==> src/rtl/rip_mmio_pkg.sv <==
// Shared definitions for the MMIO responder: register offsets, request size
// encoding, UART shifter states and UART_STATUS bit positions.
package rip_mmio_pkg;

    localparam int unsigned ADDR_W = 32;
    localparam int unsigned DATA_W = 32;
    localparam int unsigned OFF_W  = 8;

    localparam logic [OFF_W-1:0] OFF_MTIME_LO    = 8'h00;
    localparam logic [OFF_W-1:0] OFF_MTIME_HI    = 8'h04;
    localparam logic [OFF_W-1:0] OFF_MTIMECMP_LO = 8'h08;
    localparam logic [OFF_W-1:0] OFF_MTIMECMP_HI = 8'h0C;
    localparam logic [OFF_W-1:0] OFF_UART_TXDATA = 8'h10;
    localparam logic [OFF_W-1:0] OFF_UART_STATUS = 8'h14;

    localparam int unsigned ST_BUSY    = 0;
    localparam int unsigned ST_FULL    = 1;
    localparam int unsigned ST_EMPTY   = 2;
    localparam int unsigned ST_OVF     = 3;
    localparam int unsigned ST_CNT_LSB = 4;
    localparam int unsigned ST_CNT_W   = 4;

    typedef enum logic [1:0] {
        SIZE_BYTE = 2'b00,
        SIZE_HALF = 2'b01,
        SIZE_WORD = 2'b10,
        SIZE_RSVD = 2'b11
    } req_size_e;

    typedef enum logic [1:0] {
        UART_IDLE  = 2'b00,
        UART_START = 2'b01,
        UART_DATA  = 2'b10,
        UART_STOP  = 2'b11
    } uart_state_e;

    // Offset is mapped for this direction; mtime halves are read-only.
    function automatic logic reg_mapped(input logic [OFF_W-1:0] off, input logic we);
        logic ok;
        case (off)
            OFF_MTIME_LO, OFF_MTIME_HI:           ok = !we;
            OFF_MTIMECMP_LO, OFF_MTIMECMP_HI,
            OFF_UART_TXDATA, OFF_UART_STATUS:     ok = 1'b1;
            default:                              ok = 1'b0;
        endcase
        return ok;
    endfunction

endpackage

==> src/rtl/rip_mmio_responder_if.sv <==
// Request/response bus between the memory unit and the MMIO responder.
interface rip_mmio_responder_if;
    import rip_mmio_pkg::*;

    logic              REQ_VALID;
    logic              REQ_WE;
    logic [1:0]        REQ_SIZE;
    logic [ADDR_W-1:0] REQ_ADDR;
    logic [DATA_W-1:0] REQ_WDATA;
    logic              RSP_VALID;
    logic [DATA_W-1:0] RSP_RDATA;
    logic              RSP_ERR;

    modport master (
        output REQ_VALID, REQ_WE, REQ_SIZE, REQ_ADDR, REQ_WDATA,
        input  RSP_VALID, RSP_RDATA, RSP_ERR
    );

    modport slave (
        input  REQ_VALID, REQ_WE, REQ_SIZE, REQ_ADDR, REQ_WDATA,
        output RSP_VALID, RSP_RDATA, RSP_ERR
    );

endinterface

==> src/rtl/rip_uart_tx.sv <==
// 8N1 UART transmitter: byte FIFO feeding a start/data/stop shifter.
module rip_uart_tx
    import rip_mmio_pkg::*;
#(
    parameter int unsigned CLKS_PER_BIT = 868,
    parameter int unsigned FIFO_DEPTH   = 8,
    parameter int unsigned CNT_W        = $clog2(FIFO_DEPTH) + 1
) (
    input  logic             CLK,
    input  logic             RST,
    input  logic             push,
    input  logic [7:0]       data,
    input  logic             ovf_clr,
    output logic             full_c,
    output logic             empty_c,
    output logic [CNT_W-1:0] count,
    output logic             busy_c,
    output logic             ovf,
    output logic             UART_TX
);

    localparam int unsigned PTR_W = $clog2(FIFO_DEPTH);
    localparam int unsigned CPB_W = $clog2(CLKS_PER_BIT);
    localparam logic [CPB_W-1:0] BIT_RELOAD = CPB_W'(CLKS_PER_BIT - 1);

    logic [7:0]       mem_q [FIFO_DEPTH];
    logic [PTR_W-1:0] wr_ptr_q, rd_ptr_q;
    logic [CNT_W-1:0] count_q;
    logic             ovf_q;
    logic             pop_c, push_ok_c;

    uart_state_e      state_q, state_d;
    logic [CPB_W-1:0] bit_cnt_q, bit_cnt_d;
    logic [2:0]       bit_idx_q, bit_idx_d;
    logic [7:0]       shift_q, shift_d;
    logic             tx_q, tx_d;

    assign empty_c   = (count_q == '0);
    assign full_c    = (count_q == CNT_W'(FIFO_DEPTH));
    assign busy_c    = (state_q != UART_IDLE);
    assign pop_c     = (state_q == UART_IDLE) && !empty_c;
    // A full FIFO still takes a push when the head leaves in the same cycle.
    assign push_ok_c = push && (!full_c || pop_c);
    assign count     = count_q;
    assign ovf       = ovf_q;
    assign UART_TX   = tx_q;

    // Storage carries no reset; pointers and count define validity.
    always_ff @(posedge CLK) begin
        if (push_ok_c) mem_q[wr_ptr_q] <= data;
    end

    always_ff @(posedge CLK or posedge RST) begin
        if (RST) begin
            wr_ptr_q <= '0;
            rd_ptr_q <= '0;
            count_q  <= '0;
            ovf_q    <= 1'b0;
        end else begin
            if (push_ok_c) wr_ptr_q <= wr_ptr_q + PTR_W'(1);
            if (pop_c)     rd_ptr_q <= rd_ptr_q + PTR_W'(1);
            case ({push_ok_c, pop_c})
                2'b10:   count_q <= count_q + CNT_W'(1);
                2'b01:   count_q <= count_q - CNT_W'(1);
                default: count_q <= count_q;
            endcase
            if (ovf_clr)                 ovf_q <= 1'b0;
            else if (push && !push_ok_c) ovf_q <= 1'b1;
        end
    end

    always_ff @(posedge CLK or posedge RST) begin
        if (RST) begin
            state_q   <= UART_IDLE;
            bit_cnt_q <= '0;
            bit_idx_q <= '0;
            shift_q   <= '0;
            tx_q      <= 1'b1;
        end else begin
            state_q   <= state_d;
            bit_cnt_q <= bit_cnt_d;
            bit_idx_q <= bit_idx_d;
            shift_q   <= shift_d;
            tx_q      <= tx_d;
        end
    end

    // Each state holds the line for one bit time, then reloads the counter.
    always_comb begin
        state_d   = state_q;
        bit_cnt_d = bit_cnt_q;
        bit_idx_d = bit_idx_q;
        shift_d   = shift_q;
        tx_d      = tx_q;
        case (state_q)
            UART_IDLE: begin
                tx_d = 1'b1;
                if (pop_c) begin
                    state_d   = UART_START;
                    shift_d   = mem_q[rd_ptr_q];
                    bit_cnt_d = BIT_RELOAD;
                    tx_d      = 1'b0;
                end
            end
            UART_START: begin
                if (bit_cnt_q == '0) begin
                    state_d   = UART_DATA;
                    bit_cnt_d = BIT_RELOAD;
                    bit_idx_d = '0;
                    tx_d      = shift_q[0];
                end else begin
                    bit_cnt_d = bit_cnt_q - CPB_W'(1);
                end
            end
            UART_DATA: begin
                if (bit_cnt_q == '0) begin
                    bit_cnt_d = BIT_RELOAD;
                    if (bit_idx_q == 3'd7) begin
                        state_d = UART_STOP;
                        tx_d    = 1'b1;
                    end else begin
                        bit_idx_d = bit_idx_q + 3'd1;
                        shift_d   = {1'b0, shift_q[7:1]};
                        tx_d      = shift_q[1];
                    end
                end else begin
                    bit_cnt_d = bit_cnt_q - CPB_W'(1);
                end
            end
            UART_STOP: begin
                tx_d = 1'b1;
                if (bit_cnt_q == '0) state_d = UART_IDLE;
                else                 bit_cnt_d = bit_cnt_q - CPB_W'(1);
            end
            default: begin
                state_d = UART_IDLE;
                tx_d    = 1'b1;
            end
        endcase
    end

endmodule

==> src/rtl/rip_mmio_responder.sv <==
// MMIO responder: address decode, 64-bit timer with compare interrupt,
// UART TX registers, and single-cycle registered responses.
module rip_mmio_responder
    import rip_mmio_pkg::*;
#(
    parameter logic [31:0] MMIO_BASE    = 32'hFFFF_0000,
    parameter int unsigned CLKS_PER_BIT = 868,
    parameter int unsigned FIFO_DEPTH   = 8
) (
    input  logic                 CLK,
    input  logic                 RST,
    rip_mmio_responder_if.slave  bus,
    output logic                 IRQ_TIMER,
    output logic                 UART_TX
);

    localparam int unsigned CNT_W = $clog2(FIFO_DEPTH) + 1;

    logic [OFF_W-1:0]  off_c;
    logic              accept_c, rd_c, wr_c;
    logic [DATA_W-1:0] rdata_c, status_c;
    logic [3:0]        count_sat_c;

    logic [63:0]       mtime_q, mtimecmp_q;
    logic [31:0]       shadow_q;
    logic              irq_q;
    logic              rsp_valid_q, rsp_err_q;
    logic [DATA_W-1:0] rsp_rdata_q;

    logic              uart_full_c, uart_empty_c, uart_busy_c, uart_ovf;
    logic [CNT_W-1:0]  uart_count;

    assign off_c = bus.REQ_ADDR[OFF_W-1:0];

    always_comb begin
        accept_c = bus.REQ_VALID
                && (req_size_e'(bus.REQ_SIZE) == SIZE_WORD)
                && (bus.REQ_ADDR[1:0] == 2'b00)
                && (bus.REQ_ADDR[ADDR_W-1:OFF_W] == MMIO_BASE[ADDR_W-1:OFF_W])
                && reg_mapped(off_c, bus.REQ_WE);
        rd_c = accept_c && !bus.REQ_WE;
        wr_c = accept_c &&  bus.REQ_WE;
    end

    rip_uart_tx #(
        .CLKS_PER_BIT (CLKS_PER_BIT),
        .FIFO_DEPTH   (FIFO_DEPTH),
        .CNT_W        (CNT_W)
    ) u_uart_tx (
        .CLK     (CLK),
        .RST     (RST),
        .push    (wr_c && (off_c == OFF_UART_TXDATA)),
        .data    (bus.REQ_WDATA[7:0]),
        .ovf_clr (wr_c && (off_c == OFF_UART_STATUS) && bus.REQ_WDATA[ST_OVF]),
        .full_c  (uart_full_c),
        .empty_c (uart_empty_c),
        .count   (uart_count),
        .busy_c  (uart_busy_c),
        .ovf     (uart_ovf),
        .UART_TX (UART_TX)
    );

    always_comb begin
        count_sat_c = (32'(uart_count) > 32'd15) ? 4'hF : 4'(uart_count);
        status_c                          = '0;
        status_c[ST_BUSY]                 = uart_busy_c;
        status_c[ST_FULL]                 = uart_full_c;
        status_c[ST_EMPTY]                = uart_empty_c;
        status_c[ST_OVF]                  = uart_ovf;
        status_c[ST_CNT_LSB +: ST_CNT_W]  = count_sat_c;
    end

    always_comb begin
        rdata_c = '0;
        case (off_c)
            OFF_MTIME_LO:    rdata_c = mtime_q[31:0];
            OFF_MTIME_HI:    rdata_c = shadow_q;
            OFF_MTIMECMP_LO: rdata_c = mtimecmp_q[31:0];
            OFF_MTIMECMP_HI: rdata_c = mtimecmp_q[63:32];
            OFF_UART_STATUS: rdata_c = status_c;
            default:         rdata_c = '0;
        endcase
    end

    // Reading MTIME_LO latches the upper half so a LO/HI pair is coherent.
    always_ff @(posedge CLK or posedge RST) begin
        if (RST) begin
            mtime_q    <= '0;
            shadow_q   <= '0;
            mtimecmp_q <= '1;
            irq_q      <= 1'b0;
        end else begin
            mtime_q <= mtime_q + 64'd1;
            irq_q   <= (mtime_q >= mtimecmp_q);
            if (rd_c && (off_c == OFF_MTIME_LO))    shadow_q          <= mtime_q[63:32];
            if (wr_c && (off_c == OFF_MTIMECMP_LO)) mtimecmp_q[31:0]  <= bus.REQ_WDATA;
            if (wr_c && (off_c == OFF_MTIMECMP_HI)) mtimecmp_q[63:32] <= bus.REQ_WDATA;
        end
    end

    always_ff @(posedge CLK or posedge RST) begin
        if (RST) begin
            rsp_valid_q <= 1'b0;
            rsp_err_q   <= 1'b0;
            rsp_rdata_q <= '0;
        end else begin
            rsp_valid_q <= bus.REQ_VALID;
            rsp_err_q   <= bus.REQ_VALID && !accept_c;
            rsp_rdata_q <= rd_c ? rdata_c : '0;
        end
    end

    assign bus.RSP_VALID = rsp_valid_q;
    assign bus.RSP_ERR   = rsp_err_q;
    assign bus.RSP_RDATA = rsp_rdata_q;
    assign IRQ_TIMER     = irq_q;

endmodule

==> src/flat_wrapper.sv <==
// flat-port wrapper written by rule: the top's interface ports become plain ports
module rip_mmio_responder_flat import rip_mmio_pkg::*;
#(
    parameter logic [31:0] MMIO_BASE    = 32'hFFFF_0000,
    parameter int unsigned CLKS_PER_BIT = 868,
    parameter int unsigned FIFO_DEPTH   = 8
)
  (CLK, RST, IRQ_TIMER, UART_TX, bus_REQ_VALID, bus_REQ_WE, bus_REQ_SIZE, bus_REQ_ADDR, bus_REQ_WDATA, bus_RSP_VALID, bus_RSP_RDATA, bus_RSP_ERR);
  rip_mmio_responder_if bus_i ();
  input  logic CLK;
  input  logic RST;
  output logic IRQ_TIMER;
  output logic UART_TX;
  input wire logic [$bits(bus_i.REQ_VALID)-1:0] bus_REQ_VALID;
  input wire logic [$bits(bus_i.REQ_WE)-1:0] bus_REQ_WE;
  input wire logic [$bits(bus_i.REQ_SIZE)-1:0] bus_REQ_SIZE;
  input wire logic [$bits(bus_i.REQ_ADDR)-1:0] bus_REQ_ADDR;
  input wire logic [$bits(bus_i.REQ_WDATA)-1:0] bus_REQ_WDATA;
  output wire logic [$bits(bus_i.RSP_VALID)-1:0] bus_RSP_VALID;
  output wire logic [$bits(bus_i.RSP_RDATA)-1:0] bus_RSP_RDATA;
  output wire logic [$bits(bus_i.RSP_ERR)-1:0] bus_RSP_ERR;
  assign bus_i.REQ_VALID = bus_REQ_VALID;
  assign bus_i.REQ_WE = bus_REQ_WE;
  assign bus_i.REQ_SIZE = bus_REQ_SIZE;
  assign bus_i.REQ_ADDR = bus_REQ_ADDR;
  assign bus_i.REQ_WDATA = bus_REQ_WDATA;
  assign bus_RSP_VALID = bus_i.RSP_VALID;
  assign bus_RSP_RDATA = bus_i.RSP_RDATA;
  assign bus_RSP_ERR = bus_i.RSP_ERR;
  rip_mmio_responder #(.MMIO_BASE(MMIO_BASE), .CLKS_PER_BIT(CLKS_PER_BIT), .FIFO_DEPTH(FIFO_DEPTH)) u_core (.CLK(CLK), .RST(RST), .bus(bus_i), .IRQ_TIMER(IRQ_TIMER), .UART_TX(UART_TX));
endmodule
==> config.mk <==
export PLATFORM = sky130hd
export DESIGN_NAME = rip_mmio_responder_flat
export DESIGN_NICKNAME = d
export VERILOG_FILES = /design/src/rtl/rip_mmio_pkg.sv /design/src/rtl/rip_mmio_responder_if.sv /design/src/rtl/rip_uart_tx.sv /design/src/rtl/rip_mmio_responder.sv /design/src/flat_wrapper.sv
export SDC_FILE = /design/constraint.sdc
export NUM_CORES = 1
export LEC_CHECK = 0
export BUFFER_PORTS_ARGS = -buffer_cell sky130_fd_sc_hd__buf_2
export CAP_MARGIN = 20
export CORE_UTILIZATION = 45
export CTS_BUF_LIST = sky130_fd_sc_hd__clkbuf_8
export CTS_CLUSTER_SIZE = 20
export DETAILED_ROUTE_END_ITERATION = 8
export PLACE_DENSITY = 0.68
export SLEW_MARGIN = 0
export SYNTH_ARGS = -nofsm -noshare
export SYNTH_HDL_FRONTEND = slang
export SYNTH_SLANG_ARGS = --single-unit
==> constraint.sdc <==
create_clock -name CLK -period 20 [get_ports CLK]
set_input_delay 6 -clock CLK [delete_from_list [all_inputs] [get_ports CLK]]
set_output_delay 6 -clock CLK [all_outputs]
set_load 0.05 [all_outputs]
; Yosys cells after proc, flatten, opt, wreduce, memory -nomap -nowiden
; Memories as Yosys holds them, arrays and structs flattened.
; Index checks and enable logic that the tools add are counted.
[op_classes]
mux = 31
order_cmp = 1
addsub = 7
eq_ne = 21
reduce_logical = 40
[op_table]
columns = op, count
row1 = $pmux W32 S5, 1
row2 = $add A64 B1 Y64 const B, 1
row3 = $ge A64 B64 Y1, 1
row4 = $mux W32, 1
row5 = $mux W10, 3
row6 = $pmux W10 S3, 1
row7 = $eq A24 B24 Y1 const B, 1
row8 = $mux W8, 3
row9 = $eq A8 B4 Y1 const B, 2
row10 = $eq A8 B5 Y1 const B, 2
row11 = $logic_and A1 B1 Y1, 16
row12 = $pmux W8 S2, 1
row13 = $ne A2 B2 Y1 const B, 7
row14 = $logic_not A10 Y1, 1
row15 = $mux W2, 5
row16 = $reduce_bool A2 Y1, 5
row17 = $sub A10 B1 Y10 const B, 1
row18 = $add A3 B1 Y3 const B, 3
row19 = $mux W3, 3
row20 = $eq A2 B2 Y1 const B, 4
row21 = $eq A8 B3 Y1 const B, 1
row22 = $logic_not A8 Y1, 1
row23 = $mux W1, 8
row24 = $pmux W2 S4, 1
row25 = other kinds (18), 27
[word_totals]
regBits = 230
word_cells = 118
output_inout_bits = 36
ram_bits = 64
memories = 1
[mem_list]
columns = name, words, word_bits, read_ports, rd_clocked_by_memory_dff, write_ports, line_no
row1 = u_core.u_uart_tx.mem_q, 8, 8, 1, 0, 1, rip_uart_tx.sv:26  ; logic [7:0] mem_q [FIFO_DEPTH];

; Depth between registers and ports, before layout
[depth]
ltp_word = 12
depth_mapped = 14
mapped_depth_nobuf = 13

; Modules after synthesis
; From an unflattened synthesis, not the netlist that was laid out.
[unflattened]
hier_cells = 1242
hier_area_um2 = 14642.8
[by_module_without_submodules]
columns = module, instances, seq_area_each_um2, area_per_inst_um2, cells_each
row1 = rip_mmio_responder, 1, 4959.8, 9967.1, 880
row2 = rip_uart_tx, 1, 2798.9, 4675.7, 362

; Worst setup path after synthesis
; OpenSTA, ideal clock, no wires.
[synth_path]
path_kind = input to register
from = input port bus_REQ_ADDR[8]
to = register u_core.u_uart_tx.count_q[3] (netlist: u_core.u_uart_tx.count[3])
setup_slack_ns = 11.023
arrival_ns = 8.851
required_ns = 19.874
cell_stages = 13
setup_time_ns = 0.126
path_cell_list = or4b_4 > nor4_4 > nand4_2 > or3_1 > nand2_1 > inv_1 > ha_1 > a21o_1 > a21oi_1 > nor2_1 > nor4b_1 > o21ba_1 > a221o_1
[synth_between]
elab_chain_len = 8
word_cells_on_any_way = 10
classes_between = eq/ne: 3 / mux: 1 / reduce/logical: 6
[synth_rtl]
columns = item, line_no
row1 = start: declaration, flat_wrapper.sv:17  ; input wire logic [$bits(bus_i.REQ_ADDR)-1:0] bus_REQ_ADDR;
row2 = $eq A24 B24 Y1 *, rip_mmio_responder.sv:39  ; && (bus.REQ_ADDR[ADDR_W-1:OFF_W] == MMIO_BASE[ADDR_W-1:OFF_W])
row3 = $logic_and A1 B1 Y1 *, rip_mmio_responder.sv:39
row4 = $logic_and A1 B1 Y1 *, rip_mmio_responder.sv:40  ; && reg_mapped(off_c, bus.REQ_WE);
row5 = $logic_and A1 B1 Y1 *, rip_mmio_responder.sv:42  ; wr_c = accept_c && bus.REQ_WE;
row6 = $logic_and A1 B1 Y1 *, rip_mmio_responder.sv:52  ; .push (wr_c && (off_c == OFF_UART_TXDATA)),
row7 = $logic_and A1 B1 Y1 *, rip_uart_tx.sv:43  ; assign push_ok_c = push && (!full_c || pop_c);
row8 = $eq A2 B1 Y1 or $eq A2 B2 Y1 (tied branches), rip_uart_tx.sv:62  ; case ({push_ok_c, pop_c})
row9 = $pmux W4 S2 or $reduce_bool A2 Y1 (tied branches), n/a
row10 = end signal: assignment, rip_uart_tx.sv:63  ; 2'b10: count_q <= count_q + CNT_W'(1);
row11 = end signal: assignment, rip_uart_tx.sv:64  ; 2'b01: count_q <= count_q - CNT_W'(1);
row12 = end signal: assignment, rip_uart_tx.sv:65  ; default: count_q <= count_q;
row13 = end: declaration, rip_uart_tx.sv:28  ; logic [CNT_W-1:0] count_q;
; Mark *: on every way between the ends. The rest lies on a longest branch, timed or not.
; A chain may end at the register's enable or synchronous reset.

; Worst setup path after layout
[layout_path]
from = input port bus_REQ_ADDR[1]
to = register u_core.mtimecmp_q[30]
[layout_between]
elab_chain_len = 6
word_cells_on_any_way = 15
classes_between = eq/ne: 5 / mux: 1 / reduce/logical: 9
[layout_rtl]
columns = item, line_no
row1 = $eq A8 B4 Y1 (tied with other cells), rip_mmio_pkg.sv:40  ; case (off)
row2 = $reduce_or A4 Y1 (tied with other cells), rip_mmio_pkg.sv:40
row3 = $pmux W1 S2 or $logic_and A1 B1 Y1 (tied branches), "rip_mmio_pkg.sv:40, rip_mmio_responder.sv:39"
row4 = $logic_and A1 B1 Y1, rip_mmio_responder.sv:40
row5 = $logic_and A1 B1 Y1, rip_mmio_responder.sv:42
row6 = $logic_and A1 B1 Y1 *, rip_mmio_responder.sv:96  ; if (wr_c && (off_c == OFF_MTIMECMP_LO)) mtimecmp_q[31:0] <= bus.REQ_WDATA;
row7 = end signal: assignment, rip_mmio_responder.sv:96
row8 = end: declaration, rip_mmio_responder.sv:24  ; logic [63:0] mtime_q, mtimecmp_q;
; Marked as above.

==> impl_metrics.env <==
export IMPL_cts_setup_buffers=0
export IMPL_synth_edf_count=64
export IMPL_synth_cells=1186
export IMPL_drtPass1Iterations=5
export IMPL_io_buffers=105
export IMPL_sequentialPowerShare_pct=51.6
export IMPL_tns_ps=0
export IMPL_synth_distinct_cells=67
export IMPL_grt_max_degree=120
export IMPL_max_clock_freq_mhz=113
export IMPL_grt_pass1_vias=10100
export IMPL_power_per_cell_area_nw_per_um2=71.1
export IMPL_dp_hpwl_mm=23.0
export IMPL_worst_pin_slew_ps=1040
export IMPL_async_reset_ff_share_pct=78.2
export IMPL_wl_per_cell_microns=18.7
export IMPL_track_usage_pct=20.5
export IMPL_via_per_inst=5.47
export IMPL_cp_arrival_ps=9320
export IMPL_worstPathRequired_ps=20490
export IMPL_fp_row_count=65
export IMPL_wirelength_mm=33.4
export IMPL_criticalPathCategory="in -> reg"
export IMPL_ys_warn_count=0
export IMPL_dr_total_vias=9778
export IMPL_hp_class="reg -> reg"
export IMPL_die_h_microns=183
export IMPL_vdd_ir_drop_max_v=0.0000452
export IMPL_fin_crit_sh_pct=44.2
export IMPL_clock_latency_ps=570
export IMPL_die_w_microns=183
export IMPL_clockBufferDepth=3
export IMPL_clock_root_buffer="clkbuf_8"
export IMPL_path_max_fanout=32
export IMPL_comb_power_share_pct=2.5
export IMPL_fin_skew_ps=24.1
export IMPL_ant_nets=0
export IMPL_drv_cap=0
export IMPL_worstSetupStartpointType="input pin"
export IMPL_endpoint_kind="flop"
export IMPL_syn_cell_area_sq_um=14700
export IMPL_grt_overflow_total=0
export IMPL_drive_gt1_share_pct=24.5
export IMPL_ioPinCount=106
export IMPL_die_area_sq_um=33500
export IMPL_cts_hold_buf=0
export IMPL_critPathMaxStageDelay_ps=910
export IMPL_start_util_pct=46.2
export IMPL_internal_power_w=0.000918
export IMPL_ys_ff_latch=294
export IMPL_power_frac_clock_pct=45.8
export IMPL_slowest_stage="nor2b_2"
export IMPL_fin_crit_ps=8830
export IMPL_power_leakage_nw=7.52
export IMPL_max_slew_margin_rel_pct=30.2
export IMPL_p_sw_share_pct=22.8
export IMPL_slew_viol_final=0
export IMPL_synth_seq_area_share_pct=52.7
export IMPL_cts_clk_slew_worst_paths_ps=60
export IMPL_cts_tree="built"
export IMPL_area_delta_synth_final_pct=13.6
export IMPL_synth_flop_cell="dfrtp_1"
export IMPL_avgSynthCellArea_sq_um=12.4
export IMPL_grt_antenna_before_repair=0
export IMPL_core_sq_um=31900
export IMPL_gp_congestion=0.823
export IMPL_clock_sinks=294
export IMPL_critPathBufInv=2
export IMPL_htreeDepth=2
export IMPL_rsz0062_at_grt="false"
export IMPL_syn_num_nets=1333
export IMPL_cts_resized=0
export IMPL_cp_top_family="simple AND/OR/NAND/NOR gates"
export IMPL_grt_pass1_wl_mm=54.1
export IMPL_cts_buffers=50
export IMPL_status="completed"
export IMPL_power_w=0.00119
export IMPL_route_detailed_drc=0
export IMPL_drtIter0Drc=688
export IMPL_worstPathCellList="buf_2, or2_2, nor4_4, nor2b_2, and3_1, nand2b_2, buf_4, mux2_1"
export IMPL_setup_viol=0
export IMPL_p_switching_w=0.000271
export IMPL_diodes=0
export IMPL_hold_violations=0
export IMPL_fin_nets=1458
## path summary, 6_finish.rpt
kind,start,end,slack (ps),depth (start not counted)
max,bus_REQ_ADDR[1],u_core.mtimecmp_q[30]$_DFFE_PP1P_,11170,8
min,u_core.shadow_q[15]$_DFFE_PP0P_,u_core.shadow_q[15]$_DFFE_PP0P_,480,1
max reg2reg,u_core.u_uart_tx.state_q[0]$_DFFE_PP0P_,u_core.u_uart_tx.count[3]$_DFFE_PP0P_,16560,13
min reg2reg,u_core.shadow_q[15]$_DFFE_PP0P_,u_core.shadow_q[15]$_DFFE_PP0P_,480,1
max in group asynchronous,RST,u_core.shadow_q[8]$_DFFE_PP0P_,12450,4
min in group asynchronous,RST,u_core.bus.RSP_RDATA[9]$_DFF_PP0_,5570,2
## cell usage in the layout (no fill, tap or decap), types with 39 or more instances in the layout
master,n
nand3_1,40
o21ai_0,39
edfxtp_1,64
buf_2,105
ha_1,76
xnor2_1,47
mux2_1,67
dfrtp_1,165
clkbuf_8,62
dfstp_2,65
nand2_1,79
nor2_1,71
inv_1,97
## area by class of cell
| class | instances | area [sq um] |
|---|---|---|
| Tap cell | 435 | 544 |
| Fill cell | 2738 | 15100 |
| Inverter | 78 | 300 |
| Multi-Input combinational cell | 772 | 6480 |
| Sequential cell | 294 | 7760 |
| Timing Repair Buffer | 115 | 621 |
| Clock buffer | 62 | 853 |
| Clock inverter | 32 | 176 |
## cells in the mapped netlist, types with 10 or more instances
library cell / number / area share [%]
a22oi_1: 10 / 0.51
dfrtp_1: 165 / 28
nand2_1: 79 / 2.0
nand2b_1: 10 / 0.42
mux4_2: 30 / 4.6
nor2b_1: 16 / 0.68
nor2_1: 71 / 1.8
clkbuf_1: 23 / 0.59
inv_1: 78 / 2.0
nand3_1: 40 / 1.4
o21ai_0: 39 / 1.3
mux2_1: 67 / 5.1
nand4_1: 26 / 1.1
edfxtp_1: 64 / 13
xnor2_1: 47 / 2.8
xor2_1: 27 / 1.6
dfstp_2: 65 / 12
mux2_4: 30 / 3.1
ha_1: 76 / 6.5
nor3_1: 13 / 0.44
and3_1: 15 / 0.64
and4_1: 11 / 0.65
a21oi_1: 36 / 1.2
mux2i_1: 28 / 1.9
## routing by layer
metal / global-route usage (%) / vias up / part of all wire, %
met5: 0 / - / 0
met4: 5.47 / 0 / 1.7
met3: 3.06 / 47 / 4.9
met2: 32.6 / 284 / 46
met1: 29.4 / 4894 / 47
li1: - / 4553 / -
## cells by family after synthesis
logic type	share of synthesized area, %
AO/OA/AOI/OAI	6.61
XOR/XNOR	4.40
adder cells (fa/ha/maj)	6.59
buffers and inverters	3.43
flip-flops	52.7
multiplexers	14.8
AND/OR/NAND/NOR	11.5
## flip-flops by register name, indices dropped and copies added, names as in the netlist, 4 cells and up
register / count
u_core.u_uart_tx.mem_q: 64
u_core.bus.RSP_RDATA: 32
u_core.u_uart_tx.bit_cnt_q: 10
u_core.u_uart_tx.shift_q: 8
u_core.u_uart_tx.count: 4
u_core.mtimecmp_q: 64
u_core.mtime_q: 64
u_core.shadow_q: 32
## metrics by stage
stage          instances  instance area (sq um)  utilization (%)  setup WS [ps]  hold slack, ps
3_3_place_gp        1691                  15700             49.1          10710             464
2_1_floorplan       1186                  14700                -           7800             449
5_1_grt             1788                  16700             52.5          10980             487
4_1_cts             1785                  16700             52.4          11210             483
3_5_place_dp        1691                  15700             49.1          10580             470
6_report            1788                  16700             52.5          11170             485
## power groups by stage
stage / registers (W) / clock network [W] / logic, W
2_1_floorplan: 0.000625 / 0 / 0.0000138
3_3_place_gp: 0.000625 / 0 / 0.0000305
3_5_place_dp: 0.000625 / 0 / 0.0000308
4_1_cts: 0.000614 / 0.000557 / 0.0000309
5_1_grt: 0.000614 / 0.000583 / 0.0000336
6_report: 0.000614 / 0.000545 / 0.0000301
## worst register-to-register path, stage by stage, from the launching register on
cell and delay, ps:
dfrtp_1 400, inv_1 110, ha_1 610, inv_1 210, nor2_1 350, nand2_1 160, inv_1 110, ha_1 220
a21o_1 180, a21oi_1 240, nor2_1 70, nor4b_1 190, o21ba_1 220, a221o_1 250
No activity file was read; power rests on OpenSTA's default activity.
